$ cat src/rtl/median_pkg.sv
// Shared types and width/geometry helpers for the 5x5 median window sequencer.
package median_pkg;

    typedef enum logic [1:0] {
        IDLE  = 2'd0,
        RUN   = 2'd1,
        FLUSH = 2'd2
    } ctrl_state_t;

    // Counter width able to hold 0..n-1, never narrower than one bit.
    function automatic int width_of(input int n);
        return (n <= 2) ? 1 : $clog2(n);
    endfunction

    function automatic int calc_r(input int kernel_size);
        return kernel_size / 2;
    endfunction

    // Centre lag in steps: R full lines plus R pixels.
    function automatic int calc_d(input int img_width, input int kernel_size);
        return calc_r(kernel_size) * img_width + calc_r(kernel_size);
    endfunction

endpackage

$ cat src/rtl/median_window_ctrl_raster_counter.sv
// Raster-order x/y position counter; clear restarts at (0,0) and may coincide with an advance.
module raster_counter
    import median_pkg::*;
#(
    parameter int WIDTH  = 8,
    parameter int HEIGHT = 6,
    localparam int XW = width_of(WIDTH),
    localparam int YW = width_of(HEIGHT)
) (
    input  logic          clk,
    input  logic          rst,
    input  logic          clr,
    input  logic          en,
    output logic [XW-1:0] x,
    output logic [YW-1:0] y,
    output logic          x_last,
    output logic          frame_last
);

    logic [XW-1:0] base_x, x_next;
    logic [YW-1:0] base_y, y_next;

    assign x_last     = (x == XW'(WIDTH - 1));
    assign frame_last = x_last && (y == YW'(HEIGHT - 1));

    always_comb begin
        base_x = clr ? '0 : x;
        base_y = clr ? '0 : y;
        x_next = base_x;
        y_next = base_y;
        if (en) begin
            if (base_x == XW'(WIDTH - 1)) begin
                x_next = '0;
                y_next = (base_y == YW'(HEIGHT - 1)) ? '0 : base_y + 1'b1;
            end else begin
                x_next = base_x + 1'b1;
            end
        end
    end

    always_ff @(posedge clk or posedge rst) begin
        if (rst) begin
            x <= '0;
            y <= '0;
        end else begin
            x <= x_next;
            y <= y_next;
        end
    end

endmodule

$ cat src/rtl/median_window_ctrl.sv
// Sequencer for the median window: tracks input raster position, issues step/flush
// enables and the centre-aligned output valid/tuser/tlast, draining D pad steps per frame.
module median_window_ctrl
    import median_pkg::*;
#(
    parameter int IMG_WIDTH   = 1280,
    parameter int IMG_HEIGHT  = 1024,
    parameter int KERNEL_SIZE = 5,
    localparam int XW = width_of(IMG_WIDTH),
    localparam int YW = width_of(IMG_HEIGHT)
) (
    input  logic          i_clk,
    input  logic          i_areset,
    input  logic          s_axis_tvalid,
    input  logic          s_axis_tuser,
    input  logic          s_axis_tlast,
    output logic          s_axis_tready,
    output logic          o_step,
    output logic          o_flush,
    output logic [XW-1:0] o_lb_wr_addr,
    output logic [XW-1:0] o_center_x,
    output logic [YW-1:0] o_center_y,
    output logic          o_win_valid,
    output logic          o_tuser,
    output logic          o_tlast,
    output logic          o_busy,
    output logic          o_sof_err,
    output logic          o_eol_err,
    output ctrl_state_t   o_state
);

    localparam int D  = calc_d(IMG_WIDTH, KERNEL_SIZE);
    localparam int CW = width_of(IMG_WIDTH * IMG_HEIGHT + D);
    localparam int FW = width_of(D);
    localparam logic [CW-1:0] D_CNT      = CW'(D);
    localparam logic [FW-1:0] FLUSH_LAST = FW'(D - 1);

    ctrl_state_t   state, state_next;
    logic [CW-1:0] step_cnt, step_idx, step_cnt_next;
    logic [FW-1:0] flush_cnt, flush_cnt_next;

    logic          accept, step, flush, restart, sof_err, eol_chk, win_valid;
    logic [XW-1:0] in_x, step_x, c_x;
    logic [YW-1:0] in_y, c_y;
    logic          in_x_last, in_frame_last, c_x_last, c_last_unused;

    // Beat transfers when s_axis_tvalid and s_axis_tready are both high at a rising
    // edge; tready is independent of tvalid and drops only while draining or in reset.
    assign s_axis_tready = ~i_areset & (state != FLUSH);
    assign accept        = s_axis_tvalid & s_axis_tready;
    assign o_busy        = (state != IDLE);
    assign o_state       = state;

    always_comb begin
        state_next     = state;
        flush_cnt_next = flush_cnt;
        step           = 1'b0;
        flush          = 1'b0;
        restart        = 1'b0;
        sof_err        = 1'b0;
        eol_chk        = 1'b0;
        case (state)
            IDLE: begin
                flush_cnt_next = '0;
                if (accept && s_axis_tuser) begin
                    step       = 1'b1;
                    restart    = 1'b1;
                    eol_chk    = 1'b1;
                    state_next = RUN;
                end
            end
            RUN: begin
                if (accept) begin
                    step    = 1'b1;
                    eol_chk = 1'b1;
                    // A misplaced SOF beat takes priority over frame completion.
                    if (s_axis_tuser && !(in_x == '0 && in_y == '0)) begin
                        restart = 1'b1;
                        sof_err = 1'b1;
                    end else if (in_frame_last) begin
                        state_next     = FLUSH;
                        flush_cnt_next = '0;
                    end
                end
            end
            FLUSH: begin
                step  = 1'b1;
                flush = 1'b1;
                if (flush_cnt == FLUSH_LAST) begin
                    state_next = IDLE;
                end else begin
                    flush_cnt_next = flush_cnt + 1'b1;
                end
            end
            default: state_next = IDLE;
        endcase
    end

    // A restart beat is step 0 at column 0, whatever the counters held.
    always_comb begin
        step_x        = restart ? '0 : in_x;
        step_idx      = restart ? '0 : step_cnt;
        step_cnt_next = (&step_idx) ? step_idx : step_idx + 1'b1;
        win_valid     = step && (step_idx >= D_CNT);
    end

    always_ff @(posedge i_clk or posedge i_areset) begin
        if (i_areset) begin
            state     <= IDLE;
            flush_cnt <= '0;
            step_cnt  <= '0;
        end else begin
            state     <= state_next;
            flush_cnt <= flush_cnt_next;
            if (step) begin
                step_cnt <= step_cnt_next;
            end
        end
    end

    raster_counter #(.WIDTH(IMG_WIDTH), .HEIGHT(IMG_HEIGHT)) u_in_pos (
        .clk        (i_clk),
        .rst        (i_areset),
        .clr        (restart),
        .en         (step),
        .x          (in_x),
        .y          (in_y),
        .x_last     (in_x_last),
        .frame_last (in_frame_last)
    );

    raster_counter #(.WIDTH(IMG_WIDTH), .HEIGHT(IMG_HEIGHT)) u_center_pos (
        .clk        (i_clk),
        .rst        (i_areset),
        .clr        (restart),
        .en         (win_valid),
        .x          (c_x),
        .y          (c_y),
        .x_last     (c_x_last),
        .frame_last (c_last_unused)
    );

    always_ff @(posedge i_clk or posedge i_areset) begin
        if (i_areset) begin
            o_step       <= 1'b0;
            o_flush      <= 1'b0;
            o_lb_wr_addr <= '0;
            o_center_x   <= '0;
            o_center_y   <= '0;
            o_win_valid  <= 1'b0;
            o_tuser      <= 1'b0;
            o_tlast      <= 1'b0;
            o_sof_err    <= 1'b0;
            o_eol_err    <= 1'b0;
        end else begin
            o_step      <= step;
            o_flush     <= flush;
            o_win_valid <= win_valid;
            o_tuser     <= win_valid && (c_x == '0) && (c_y == '0);
            o_tlast     <= win_valid && c_x_last;
            o_sof_err   <= sof_err;
            o_eol_err   <= eol_chk && (s_axis_tlast != (step_x == XW'(IMG_WIDTH - 1)));
            if (step) begin
                o_lb_wr_addr <= step_x;
            end
            if (win_valid) begin
                o_center_x <= c_x;
                o_center_y <= c_y;
            end
        end
    end

    // Column flag of the input counter is only needed through step_x comparisons.
    logic in_x_last_unused;
    assign in_x_last_unused = in_x_last;

endmodule
$ cat config.mk
export PLATFORM = sky130hd
export DESIGN_NAME = median_window_ctrl
export DESIGN_NICKNAME = d
export VERILOG_FILES = /design/src/rtl/median_pkg.sv /design/src/rtl/median_window_ctrl_raster_counter.sv /design/src/rtl/median_window_ctrl.sv
export SDC_FILE = /design/constraint.sdc
export NUM_CORES = 1
export LEC_CHECK = 0
export BUFFER_PORTS_ARGS = -buffer_cell sky130_fd_sc_hd__buf_2
export CAP_MARGIN = 20
export CORE_ASPECT_RATIO = 0.5
export CORE_MARGIN = 2
export CORE_UTILIZATION = 45
export DETAILED_ROUTE_END_ITERATION = 8
export GPL_ROUTABILITY_DRIVEN = 1
export PLACE_DENSITY = 0.74
export SETUP_SLACK_MARGIN = 0.1
export SLEW_MARGIN = 15
export SYNTH_ARGS = -nofsm -noshare
export SYNTH_HDL_FRONTEND = slang
export SYNTH_SLANG_ARGS = --single-unit
$ cat constraint.sdc
create_clock -name i_clk -period 11.9 [get_ports i_clk]
set_clock_uncertainty 0.05 [all_clocks]
set_input_delay 2.38 -clock i_clk [delete_from_list [all_inputs] [get_ports i_clk]]
set_output_delay 2.38 -clock i_clk [all_outputs]
set_load 0.1 [all_outputs]
**Yosys cells after proc, flatten, opt, wreduce, memory -nomap -nowiden**

Cells that the tools add are included.

- Bits in registers: 116
- Word-level logic and storage cells: 101

- Add/sub/neg operators: 6
- $lt $le $gt $ge: 1
- Equal/unequal tests: 18
- Multiplexer cells: 36
- Bitwise gates (word level): 3
- Reduce and logical (&&, ||, !) cells: 20

Operators by type and width:

| operator | number |
|---|---|
| two-way mux 10 bit | 8 |
| two-way mux 11 bit | 6 |
| two-way mux 12 bit | 4 |
| equality test 11 bit (second input constant) | 4 |
| two-way mux 21 bit | 2 |
| one-hot mux 12 bit (3 select lines) | 1 |
| equality test 10 bit (second input constant) | 3 |
| adder 11 x 1 -> 11 bit (second input constant) | 2 |
| zero test 11 bit | 2 |
| adder 21 x 1 -> 21 bit (second input constant) | 1 |
| >= comparator 21 x 12 -> 1 bit (second input constant) | 1 |
| AND reduction 21 bit | 1 |
| adder 10 x 1 -> 10 bit (second input constant) | 2 |
| zero test 10 bit | 2 |
| inequality test 2 bit (second input constant) | 7 |
| adder 12 x 1 -> 12 bit (second input constant) | 1 |
| equality test 12 bit (second input constant) | 1 |
| two-way mux 2 bit | 5 |
| AND reduction 5 bit | 2 |
| logical AND 1 bit | 9 |
| two-way mux 1 bit | 6 |
| one-hot mux 2 bit (3 select lines) | 1 |
| one-hot mux 1 bit (2 select lines) | 2 |
| one-hot mux 1 bit (3 select lines) | 1 |
| 9 further kinds | 10 |

**Logic depth before layout (Yosys ltp)**

- Depth after elaboration: 12
- Mapped depth: 16
- Gate-level depth less buffers: 11

**Modules after synthesis**

A second synthesis with hierarchy kept.

- Cell total of the unflattened synthesis: 620
- Area, all modules: 6293.5 um^2

By module, submodules not included:

| module | times used | cells each | area each (um^2) |
|---|---|---|---|
| median_window_ctrl | 1 | 358 | 3833.7 |
| raster_counter | 2 | 131 | 1229.9 |

**Least setup slack after synthesis**

Ideal clock, no wire load.

- Path kind: input to output
- From: in i_areset
- To: out s_axis_tready
- Arrival: 3633 ps
- Data required time: 9470 ps
- Setup slack: 5837 ps
- Stages on the path: 1
- Path buffers: 0
- Cells stage by stage: nor2_1

- Cells in the longest elaborated chain, start to end: 2

Ends and longest elaborated chain:

| what | line | text |
|---|---|---|
| start: declaration | median_window_ctrl.sv:13 | `input logic i_areset,` |
| NOT 1 bit | median_window_ctrl.sv:49 | `assign s_axis_tready = ~i_areset & (state != FLUSH);` |
| AND 1 bit | median_window_ctrl.sv:49 |  |
| end: declaration | median_window_ctrl.sv:17 | `output logic s_axis_tready,` |

No other way between the ends.

**Worst setup path after layout**

Same ends and word-level chain as after synthesis.

==> results.md <==
* Reg clk slew, reported paths at roughly 60 ps
* Class of the worst hold path: reg2reg
* Final GP Congestion at 0.820
* CP dominant cell by count: buf_2
* Initial antenna violation count at 0
* Die H at a little under 90 um
* Slowest CP cell: buf_2
* Worst Setup Start Kind: input pin
* Syn nets at between 600 and 700
* Synth Flop Type: dfrtp_1
* DP HPWL at between 9000 and 10000 um
* Slew @ Worst Pin at around 1100 ps
* Hold_buf cts at 0
* Distinct cells, synth at 65
* Final Cycle Share at between 40% and 50%
* Total track usage at 20.0%
* Post-Synthesis Cell Area at 6140 um2
* Largest net degree at the start of global routing at 66
* Final setup viols at 0
* WL per Instance at between 15 and 20 um
* Total Power at around 0.0011 W
* Seq cells post-synth at around 120
* Worst EP required at between 9000 and 10000 ps
* Post-Syn Instances at 646
* Ys async rst share at 100%
* Minimum clock period at around 5500 ps
* Share of cells above drive strength 1 at between 10% and 20%
* Element type at the critical path end: output pin
* Leakage at between 3 and 4 nW
* Area grow syn2layout at 15.7%
* Die footprint at approximately 15000 um2
* Worst-path cell chain: buf_2 -> nor2_1 -> buf_2
* Seq/Total Area, Yosys at 47.3%
* Top Ports at 48
* CP top delay family: buffers and inverters
* Post-Route WL at around 14000 um
* Input/output buffers at 47
* Core area at between 10000 and 15000 um2
* Post-cts resize count at 0
* Synth warnings at 0
* CTS Buf Count at 17
* ANT cells at 0
* Fin. max-slew vios at 0
* Initial DRT Pass Iterations at 5
* Synthesized area per cell at between 9 and 10 um2
* Maximum capacitance violations at 0
* Iteration-0 DRC count of the detailed router at 532
* Unrepaired setup endpoints after global routing: false
* Crit Path Max Fanout at 4
* WP buf/inv at 2
* # clock sinks at about 120
* GRT Max-Usage Layer: met2
* # H-tree levels at 4
* Peak VDD IR at 0.103 mV
* EDFF count, synth at 0
* Grt total ovfl at 0
* Post-DRT Antenna Nets at 0
* Starting Density at a little under half
* Status: completed
* Slew HR at between 20% and 30%
* M3 GR Usage at under 10%
* Placement Rows at 30
* Number of global-route vias before repair at 4740
* Met1 Resource Use GR at around 29%
* Crit Path Class: in2out
* Reg2reg setup slack at 7480 ps
* Clk buf depth at 2
* Setup TNS at 0 ps
* Setup bufs post-CTS at 0
* Max Clk Rate at 183 MHz
* Final Hold Viols at 0
* Later-pin clock latency in the skew report at slightly above 400 ps
* M2 GR Usage at between 30% and 40%
* CTS tree: yes
* Root Driver: clkbuf_16
* Routed vias/inst at just under 6
* Largest stage delay, worst path at 440 ps
* Nets at 693
* Power density cells at 157 nW/um2
* Via count at 5133
* Global-route wire length before repair at around 24000 um
* Die Wd at 169 um
* DR DRC count at 0
* Util after Layout at between 50% and 60%
* WP data arrival at around 3100 ps
kinds of logic (layout without fill, tap and decap cells):
kind of cell             after synthesis  after routing  synth area share (%)
AND/OR/NAND/NOR                      279            279                  24.8
AO/OA/AOI/OAI                        148            148                  15.0
flip-flops                           116            116                  47.3
buffers and inverters                 59            106                  4.32
multiplexers                          27             27                  5.72
XOR/XNOR                               9              9                  1.28
adder cells (fa/ha/maj)                8              8                  1.63
final timing paths:
check | startpoint | endpoint | cells past startpoint
max | i_areset | s_axis_tready | 3
min | o_lb_wr_addr[2] | o_lb_wr_addr[2] | 2
max reg2reg | u_in_pos.x[8] | o_center_x[8] | 10
min reg2reg | o_lb_wr_addr[2] | o_lb_wr_addr[2] | 2
max in group asynchronous | i_areset | u_center_pos.y[1] | 3
min in group asynchronous | i_areset | flush_cnt[8] | 2
layout make-up:
type / count / area [um2]
Clock buffer: 17 / 425
Clock inverter: 15 / 208
Fill cell: 1197 / 6330
Inverter: 23 / 88.8
Multi-Input combinational cell: 471 / 2990
Sequential cell: 116 / 2900
Tap cell: 176 / 220
Timing Repair Buffer: 51 / 265
routing by layer:
metal,vias to the layer above,share of wire [%]
met5,-,0
met4,0,0.86
met3,16,5.4
met2,143,44
met1,2529,49
li1,2445,-
tightest hold or removal path: stages, from the launching register on:
cell and delay, ps:
dfrtp_1 340, nand2_1 40, o21ai_0 60
state kept, by name (all words and copies together) (netlist names):
register and flops:
o_center_x 11, o_tuser 1, o_state 2, u_center_pos.y 10, flush_cnt 12, o_tlast 1
o_center_y 10, o_flush 1, u_in_pos.x 11, o_eol_err 1, u_in_pos.y 10, o_sof_err 1
step_cnt 21, o_lb_wr_addr 11, u_center_pos.x 11, o_step 1, o_win_valid 1
power breakdown:
group          internal [W]  switching [W]  total (W)
sequential         0.000412      0.0000211   0.000434
combinational     0.0000293       0.000106   0.000135
clock              0.000352       0.000195   0.000546
cell usage after synthesis, types with 3 or more instances:
cell / instances / area share, %
a21o_1: 3 / 0.37
a21oi_1: 45 / 3.7
a22oi_1: 3 / 0.37
a31oi_1: 11 / 1.1
and2_1: 9 / 0.92
and3_1: 12 / 1.2
and4_1: 8 / 1.1
buf_2: 5 / 0.41
buf_6: 5 / 0.92
clkbuf_1: 24 / 1.5
dfrtp_1: 116 / 47
ha_1: 8 / 1.6
inv_1: 22 / 1.3
mux2_2: 5 / 0.92
mux2_4: 15 / 3.7
mux2i_1: 7 / 1.1
nand2_1: 63 / 3.9
nand2b_1: 5 / 0.51
nand3_1: 35 / 2.9
nand3b_1: 4 / 0.49
nand4_1: 14 / 1.4
nor2_1: 41 / 2.5
nor2b_1: 3 / 0.31
nor3_1: 20 / 1.6
nor3b_1: 3 / 0.37
nor4_1: 15 / 1.5
nor4b_1: 4 / 0.57
o211ai_1: 3 / 0.37
o21ai_0: 45 / 3.7
o221a_2: 4 / 0.73
o22ai_1: 3 / 0.31
o31ai_1: 11 / 1.3
or3_1: 19 / 1.9
or4_1: 10 / 1.2
xnor2_1: 5 / 0.71
xor2_1: 4 / 0.57
cell usage in the layout, fill, tap and decap left out, drive strengths merged, types with 5 or more instances in the layout:
cell	count
a21oi	45
a31oi	11
and2	9
and3	12
and4	8
buf	51
clkbuf	17
clkinv	6
dfrtp	116
ha	8
inv	24
mux2	20
mux2i	7
nand2	63
nand2b	6
nand3	35
nand4	14
nor2	41
nor3	22
nor4	15
o21ai	45
o31ai	12
or3	19
or4	11
xnor2	5
per-stage QoR:
| stage | hold WS [ps] | area [um2] | setup WS (ps) | instances |
|---|---|---|---|---|
| after floorplan | 431 | 6140 | 5840 | 646 |
| after global placement | 412 | 6460 | 5710 | 836 |
| after detailed placement | 419 | 6470 | 6050 | 837 |
| after CTS | 438 | 7100 | 6430 | 869 |
| after global routing | 463 | 7100 | 6150 | 869 |
| final | 431 | 7100 | 6420 | 869 |
(Power assumes the default switching activity.)
